[config.mk]
export PLATFORM = sky130hd
export DESIGN_NAME = multicycle_controller_flat
export DESIGN_NICKNAME = d
export VERILOG_FILES = /design/src/rtl/multicycle_controller_pkg.sv /design/src/rtl/multicycle_controller_if.sv /design/src/rtl/multicycle_controller_alu_decoder.sv /design/src/rtl/multicycle_controller.sv /design/src/flat_wrapper.sv
export SDC_FILE = /design/constraint.sdc
export NUM_CORES = 1
export LEC_CHECK = 0
export ABC_AREA = 1
export CAP_MARGIN = 0
export CORE_AREA = 4 4 41 43
export DETAILED_ROUTE_END_ITERATION = 10
export DIE_AREA = 0 0 45 47
export DONT_BUFFER_PORTS = 1
export PLACE_DENSITY = 0.58
export SKIP_CTS_REPAIR_TIMING = 1
export SYNTH_ARGS = -nofsm -noshare
export SYNTH_HDL_FRONTEND = slang
export SYNTH_SLANG_ARGS = --single-unit
[constraint.sdc]
create_clock -name clk -period 2.2 [get_ports clk]
set_input_delay 0.22 -clock clk [delete_from_list [all_inputs] [get_ports clk]]
set_output_delay 0.22 -clock clk [all_outputs]
set_load 0.03 [all_outputs]
[src/rtl/multicycle_controller_pkg.sv]
// mc_ctrl_pkg: state encoding, control-field encodings and opcodes shared by controller and datapath
package mc_ctrl_pkg;
  typedef enum logic [3:0] {
    S_FETCH    = 4'd0,
    S_DECODE   = 4'd1,
    S_MEMADR   = 4'd2,
    S_MEMREAD  = 4'd3,
    S_MEMWB    = 4'd4,
    S_MEMWRITE = 4'd5,
    S_EXECR    = 4'd6,
    S_ALUWB    = 4'd7,
    S_EXECI    = 4'd8,
    S_JAL      = 4'd9,
    S_BEQ      = 4'd10
  } state_t;
  localparam logic [2:0] ALU_ADD = 3'b000;
  localparam logic [2:0] ALU_SUB = 3'b001;
  localparam logic [2:0] ALU_AND = 3'b010;
  localparam logic [2:0] ALU_OR  = 3'b011;
  localparam logic [2:0] ALU_SLT = 3'b101;
  localparam logic [1:0] ALUOP_ADD   = 2'b00;
  localparam logic [1:0] ALUOP_SUB   = 2'b01;
  localparam logic [1:0] ALUOP_FUNCT = 2'b10;
  localparam logic [1:0] SRCA_PC  = 2'b00;
  localparam logic [1:0] SRCA_RS1 = 2'b01;
  localparam logic [1:0] SRCB_RS2  = 2'b00;
  localparam logic [1:0] SRCB_FOUR = 2'b01;
  localparam logic [1:0] SRCB_IMM  = 2'b10;
  localparam logic [1:0] RES_ALUOUT    = 2'b00;
  localparam logic [1:0] RES_DATA      = 2'b01;
  localparam logic [1:0] RES_ALURESULT = 2'b10;
  localparam logic [6:0] OP_LOAD  = 7'b0000011;
  localparam logic [6:0] OP_STORE = 7'b0100011;
  localparam logic [6:0] OP_R     = 7'b0110011;
  localparam logic [6:0] OP_I     = 7'b0010011;
  localparam logic [6:0] OP_JAL   = 7'b1101111;
  localparam logic [6:0] OP_BEQ   = 7'b1100011;
endpackage

[src/rtl/multicycle_controller_if.sv]
// multicycle_controller_if: controller <-> datapath control bundle
interface multicycle_controller_if;
  logic [31:0] instr;
  logic        zero;
  logic        pc_write;
  logic        ir_write;
  logic        reg_write;
  logic        mem_write;
  logic        instruction_or_data;
  logic [1:0]  result_src;
  logic [1:0]  alu_src_a;
  logic [1:0]  alu_src_b;
  logic [2:0]  alu_control;
  logic        illegal_instr;
  logic        instr_retired;
  logic [3:0]  state;
  modport master (
    input  instr, zero,
    output pc_write, ir_write, reg_write, mem_write, instruction_or_data, result_src,
           alu_src_a, alu_src_b, alu_control, illegal_instr, instr_retired, state
  );
  modport slave (
    output instr, zero,
    input  pc_write, ir_write, reg_write, mem_write, instruction_or_data, result_src,
           alu_src_a, alu_src_b, alu_control, illegal_instr, instr_retired, state
  );
endinterface

[src/rtl/multicycle_controller_alu_decoder.sv]
// alu_decoder: maps alu_op and instruction funct fields to the ALU operation
module alu_decoder
  import mc_ctrl_pkg::*;
(
  input  logic [1:0] alu_op,
  input  logic [2:0] funct3,
  input  logic       funct7b5,
  input  logic       op5,
  output logic [2:0] alu_control
);
  // only R-type (op5=1) with funct7b5 turns funct3=000 into a subtract
  always_comb begin
    alu_control = alu_op == ALUOP_ADD ? ALU_ADD :
                  alu_op == ALUOP_SUB ? ALU_SUB :
                  funct3 == 3'b000    ? ((op5 & funct7b5) ? ALU_SUB : ALU_ADD) :
                  funct3 == 3'b010    ? ALU_SLT :
                  funct3 == 3'b110    ? ALU_OR :
                  funct3 == 3'b111    ? ALU_AND : ALU_ADD;
  end
endmodule

[src/rtl/multicycle_controller.sv]
// multicycle_controller: Moore control FSM sequencing the multicycle RV32I datapath
module multicycle_controller
  import mc_ctrl_pkg::*;
(
  input logic                      clk,
  input logic                      reset_n,
  multicycle_controller_if.master bus
);
  state_t     state, next_state, cur;
  logic [6:0] opcode;
  logic [1:0] alu_op, src_a, src_b, res;
  logic [2:0] alu_ctl;
  logic       iord, irw, rw, mw, pcu, br, ill, ret;
  assign opcode = bus.instr[6:0];
  assign cur    = reset_n ? state : S_FETCH;
  // state register; reset returns to FETCH and abandons any instruction in flight
  always_ff @(posedge clk) state <= reset_n ? next_state : S_FETCH;
  // next-state and per-state control values, everything defaulting to 0
  always_comb begin
    next_state = S_FETCH;
    alu_op     = ALUOP_ADD;
    src_a      = SRCA_PC;
    src_b      = SRCB_RS2;
    res        = RES_ALUOUT;
    iord       = 1'b0;
    irw        = 1'b0;
    rw         = 1'b0;
    mw         = 1'b0;
    pcu        = 1'b0;
    br         = 1'b0;
    ill        = 1'b0;
    ret        = 1'b0;
    case (cur)
      S_FETCH: begin
        irw        = 1'b1;
        src_b      = SRCB_FOUR;
        res        = RES_ALURESULT;
        pcu        = 1'b1;
        next_state = S_DECODE;
      end
      S_DECODE: begin
        src_b      = SRCB_IMM;
        next_state = (opcode == OP_LOAD || opcode == OP_STORE) ? S_MEMADR :
                     opcode == OP_R   ? S_EXECR :
                     opcode == OP_I   ? S_EXECI :
                     opcode == OP_JAL ? S_JAL :
                     opcode == OP_BEQ ? S_BEQ : S_FETCH;
        ill        = next_state == S_FETCH;
      end
      S_MEMADR: begin
        src_a      = SRCA_RS1;
        src_b      = SRCB_IMM;
        next_state = opcode[5] ? S_MEMWRITE : S_MEMREAD;
      end
      S_MEMREAD: begin
        iord       = 1'b1;
        next_state = S_MEMWB;
      end
      S_MEMWB: begin
        res = RES_DATA;
        rw  = 1'b1;
        ret = 1'b1;
      end
      S_MEMWRITE: begin
        iord = 1'b1;
        mw   = 1'b1;
        ret  = 1'b1;
      end
      S_EXECR: begin
        src_a      = SRCA_RS1;
        alu_op     = ALUOP_FUNCT;
        next_state = S_ALUWB;
      end
      S_EXECI: begin
        src_a      = SRCA_RS1;
        src_b      = SRCB_IMM;
        alu_op     = ALUOP_FUNCT;
        next_state = S_ALUWB;
      end
      S_ALUWB: begin
        rw  = 1'b1;
        ret = 1'b1;
      end
      S_JAL: begin
        src_b      = SRCB_FOUR;
        pcu        = 1'b1;
        next_state = S_ALUWB;
      end
      S_BEQ: begin
        src_a  = SRCA_RS1;
        alu_op = ALUOP_SUB;
        br     = 1'b1;
        ret    = 1'b1;
      end
      default: next_state = S_FETCH;
    endcase
  end
  alu_decoder u_alu_dec (
    .alu_op      (alu_op),
    .funct3      (bus.instr[14:12]),
    .funct7b5    (bus.instr[30]),
    .op5         (opcode[5]),
    .alu_control (alu_ctl)
  );
  assign bus.pc_write            = reset_n & (pcu | (br & bus.zero));
  assign bus.ir_write            = reset_n & irw;
  assign bus.reg_write           = reset_n & rw;
  assign bus.mem_write           = reset_n & mw;
  assign bus.illegal_instr       = reset_n & ill;
  assign bus.instr_retired       = reset_n & ret;
  assign bus.instruction_or_data = iord;
  assign bus.result_src          = res;
  assign bus.alu_src_a           = src_a;
  assign bus.alu_src_b           = src_b;
  assign bus.alu_control         = alu_ctl;
  assign bus.state               = state;
endmodule

[src/flat_wrapper.sv]
// flat-port wrapper written by rule: the top's interface ports become plain ports
module multicycle_controller_flat import mc_ctrl_pkg::*;
  (clk, reset_n, bus_instr, bus_zero, bus_pc_write, bus_ir_write, bus_reg_write, bus_mem_write, bus_instruction_or_data, bus_result_src, bus_alu_src_a, bus_alu_src_b, bus_alu_control, bus_illegal_instr, bus_instr_retired, bus_state);
  multicycle_controller_if bus_i ();
  input logic clk;
  input logic reset_n;
  input wire logic [$bits(bus_i.instr)-1:0] bus_instr;
  input wire logic [$bits(bus_i.zero)-1:0] bus_zero;
  output wire logic [$bits(bus_i.pc_write)-1:0] bus_pc_write;
  output wire logic [$bits(bus_i.ir_write)-1:0] bus_ir_write;
  output wire logic [$bits(bus_i.reg_write)-1:0] bus_reg_write;
  output wire logic [$bits(bus_i.mem_write)-1:0] bus_mem_write;
  output wire logic [$bits(bus_i.instruction_or_data)-1:0] bus_instruction_or_data;
  output wire logic [$bits(bus_i.result_src)-1:0] bus_result_src;
  output wire logic [$bits(bus_i.alu_src_a)-1:0] bus_alu_src_a;
  output wire logic [$bits(bus_i.alu_src_b)-1:0] bus_alu_src_b;
  output wire logic [$bits(bus_i.alu_control)-1:0] bus_alu_control;
  output wire logic [$bits(bus_i.illegal_instr)-1:0] bus_illegal_instr;
  output wire logic [$bits(bus_i.instr_retired)-1:0] bus_instr_retired;
  output wire logic [$bits(bus_i.state)-1:0] bus_state;
  assign bus_i.instr = bus_instr;
  assign bus_i.zero = bus_zero;
  assign bus_pc_write = bus_i.pc_write;
  assign bus_ir_write = bus_i.ir_write;
  assign bus_reg_write = bus_i.reg_write;
  assign bus_mem_write = bus_i.mem_write;
  assign bus_instruction_or_data = bus_i.instruction_or_data;
  assign bus_result_src = bus_i.result_src;
  assign bus_alu_src_a = bus_i.alu_src_a;
  assign bus_alu_src_b = bus_i.alu_src_b;
  assign bus_alu_control = bus_i.alu_control;
  assign bus_illegal_instr = bus_i.illegal_instr;
  assign bus_instr_retired = bus_i.instr_retired;
  assign bus_state = bus_i.state;
  multicycle_controller u_core (.clk(clk), .reset_n(reset_n), .bus(bus_i));
endmodule
==> results_dict.tcl <==
set metrics [dict create \
    synth_nets 135 \
    fillerInstances 155 \
    ios 55 \
    die_h_um 47 \
    antenna_left 0 \
    cts_tree "done" \
    die_area_um2 2120 \
    ys_ff_latch 4 \
    syn_inst 100 \
    slew_headroom_pct 62.6 \
    setup_violations 0 \
    rsz0062_at_grt "false" \
    crit_required_ns 1.98 \
    status "complete, no violations" \
    gp_congestion 0.746 \
    crit_chain "nand2_2 > nor2_1 > inv_1 > nor2_1 > inv_1 > nand3_1" \
    yosysUniqueCellTypes 21 \
    drive_gt1_share_pct 22.5 \
    cellPowerDensity_nw_per_um2 356 \
    clockBufferDepth 2 \
    post-route-period-util_pct 89.1 \
    cts_num_sinks 4 \
    max_stage_delay_ns 0.57 \
    synth_top_area_share_pct 15.3 \
    rows 13 \
    grt_pass1_wl_mm 2.10 \
    worst_slew_pin_slew_ns 0.559 \
    largest_register "u_core.bus.state" \
    critPathLaunchType "flip-flop" \
    dr.pass1.iters 4 \
    ys_top_cells_by_area "inv_1 (15%), dfxtp_1 (15%), nand2_1 (13%)" \
    critical_path.top_delay_family "simple AND/OR/NAND/NOR gates" \
    syn_area_um2 538 \
    antenna_found_initial 0 \
    crit_buf_inv 2 \
    fin_tns_setup_ns 0 \
    area_delta_synth_final_pct 18.8 \
    synth_top_cell_by_area "inv_1" \
    clk_latency_ns 0.23 \
    nets 148 \
    start_util_pct 41.3 \
    critical_path.slowest_cell "dfxtp_1" \
    min_path_type "in2reg" \
    crit_start "u_core.bus.state[1]$_SDFF_PN0_" \
    grt_max_degree 7 \
    fmax_ghz 0.510 \
    final_cell_area_um2 639 \
    holdWs_ns 0.124 \
    skew_ns 0.000868 \
    period_minus_slack_ns 1.96 \
    vias 622 \
    leakagePower_uw 0.000357 \
    viasPerCell 4.94 \
    antenna_cells 0 \
    drtIter0Drc 9 \
    ir_drop_uv 198 \
    critPathArrivalTime_ns 1.74 \
    cts-root-buf "clkbuf_4" \
    slew_violations 0 \
    yosysSeqAreaShare_pct 14.9 \
    avgSynthCellArea_um2 5.38 \
    worstReg2RegStart "u_core.bus.state[1]$_SDFF_PN0_" \
    critPathKind "reg2out" \
    wl_per_cell_um 10.3 \
    cap_violations 0 \
    ys_warn_count 0 \
    drt_wl_total_mm 1.30 \
    hold_start "reset_n" \
    largest_reg_flops 4 \
    placed_cell_area_um2 617 \
    core_um2 1300 \
    dieWidth_um 45 \
    fin_util_pct 49.1 \
    top_regs "u_core.bus.state x4" \
    drc_errors 0 \
    path_clk_slew_ns 0.04 \
    io_buffers 0 \
    htree_num_levels 1 \
    gr-total-overflow 0 \
    grt.total_usage_pct 13.2 \
    endpoint_kind "primary output" \
    cts_inserted_buffers 3 \
    finalHoldViolCount 0 \
    critical_path.max_fanout 5 \
    hpwlAfterDp_mm 1.17 \
    first_global_vias 572 \
]
-- report_power, final --
part	total (uW)	internal [uW]	switching, uW
registers	79.8	74.7	5.03
clock network	88.8	60.9	27.9
logic	58.8	16.0	42.8
-- cell usage in the layout (no fill, tap or decap), drive strengths merged, types with 2 or more instances in the layout --
master | synthesis | final
nand4 | 3 | 3
a21oi | 5 | 5
nand2 | 23 | 23
o21ai | 2 | 2
nor3 | 2 | 2
buf | 1 | 9
nor2 | 24 | 24
nand3 | 7 | 7
clkbuf | 0 | 3
inv | 24 | 24
dfxtp | 4 | 4
-- through the flow --
step	total power, uW	setup slack, ns	instances
2_1_floorplan	130	0.321	100
3_3_place_gp	139	0.488	123
3_5_place_dp	140	0.472	123
4_1_cts	232	0.222	126
5_1_grt	245	0.0973	126
6_report	227	0.240	126
-- metal layers --
layer | global-route usage (%) | up-vias | part of all wire, %
met2 | 26.6 | 19 | 53
met3 | 3.07 | 0 | 7.8
li1 | - | 329 | -
met1 | 13.4 | 274 | 39
met5 | 0 | - | 0
met4 | 3.51 | 0 | 0
-- kinds of logic (layout without fill, tap and decap cells) --
logic type	Yosys count	count (layout)	synth area share, %
AND/OR/NAND/NOR	61	61	57.0
buffers and inverters	25	36	18.1
AO/OA/AOI/OAI	9	9	9.30
flip-flops	4	4	14.9
other	1	1	0.697
-- area by class of cell --
type	instances	area [um2]	area share [%]
multi-input combinational	71	360	56.4
inverter	24	90.1	14.1
sequential	4	80.1	12.5
timing repair buffer	9	67.6	10.6
clock buffer	3	22.5	3.52
tap	15	18.8	2.94
-- worst paths after layout --
check                                         to  slack (ns)  depth (start not counted)
setup / recovery                bus_alu_src_b[1]        0.24                          6
hold / removal    u_core.bus.state[0]$_SDFF_PN0_        0.12                          2
setup reg to reg  u_core.bus.state[1]$_SDFF_PN0_        0.70                          7
hold reg to reg   u_core.bus.state[2]$_SDFF_PN0_        0.80                          4
-- worst reg2reg max path: stages (launching register included) --
cell and delay, ns:
dfxtp_1 0.57, nand2_2 0.15, nand2_1 0.11, inv_1 0.06, nand2_1 0.12, nand2_2 0.09, a21oi_1 0.17, nand3_1 0.10
-- cell usage after synthesis --
cell type	count
nor3_1	1
nor2_2	1
nand4_1	3
or2_2	1
nand2_1	19
nor2_1	19
conb_1	1
nor2_4	4
nand2_4	1
nand3b_1	1
buf_4	1
o21ai_0	2
dfxtp_1	4
nand2_2	3
nand3_1	7
a21oi_1	5
inv_1	22
a31oi_1	1
a41oi_1	1
inv_2	2
nor3_2	1
No activity file was read; power rests on OpenSTA's default activity.
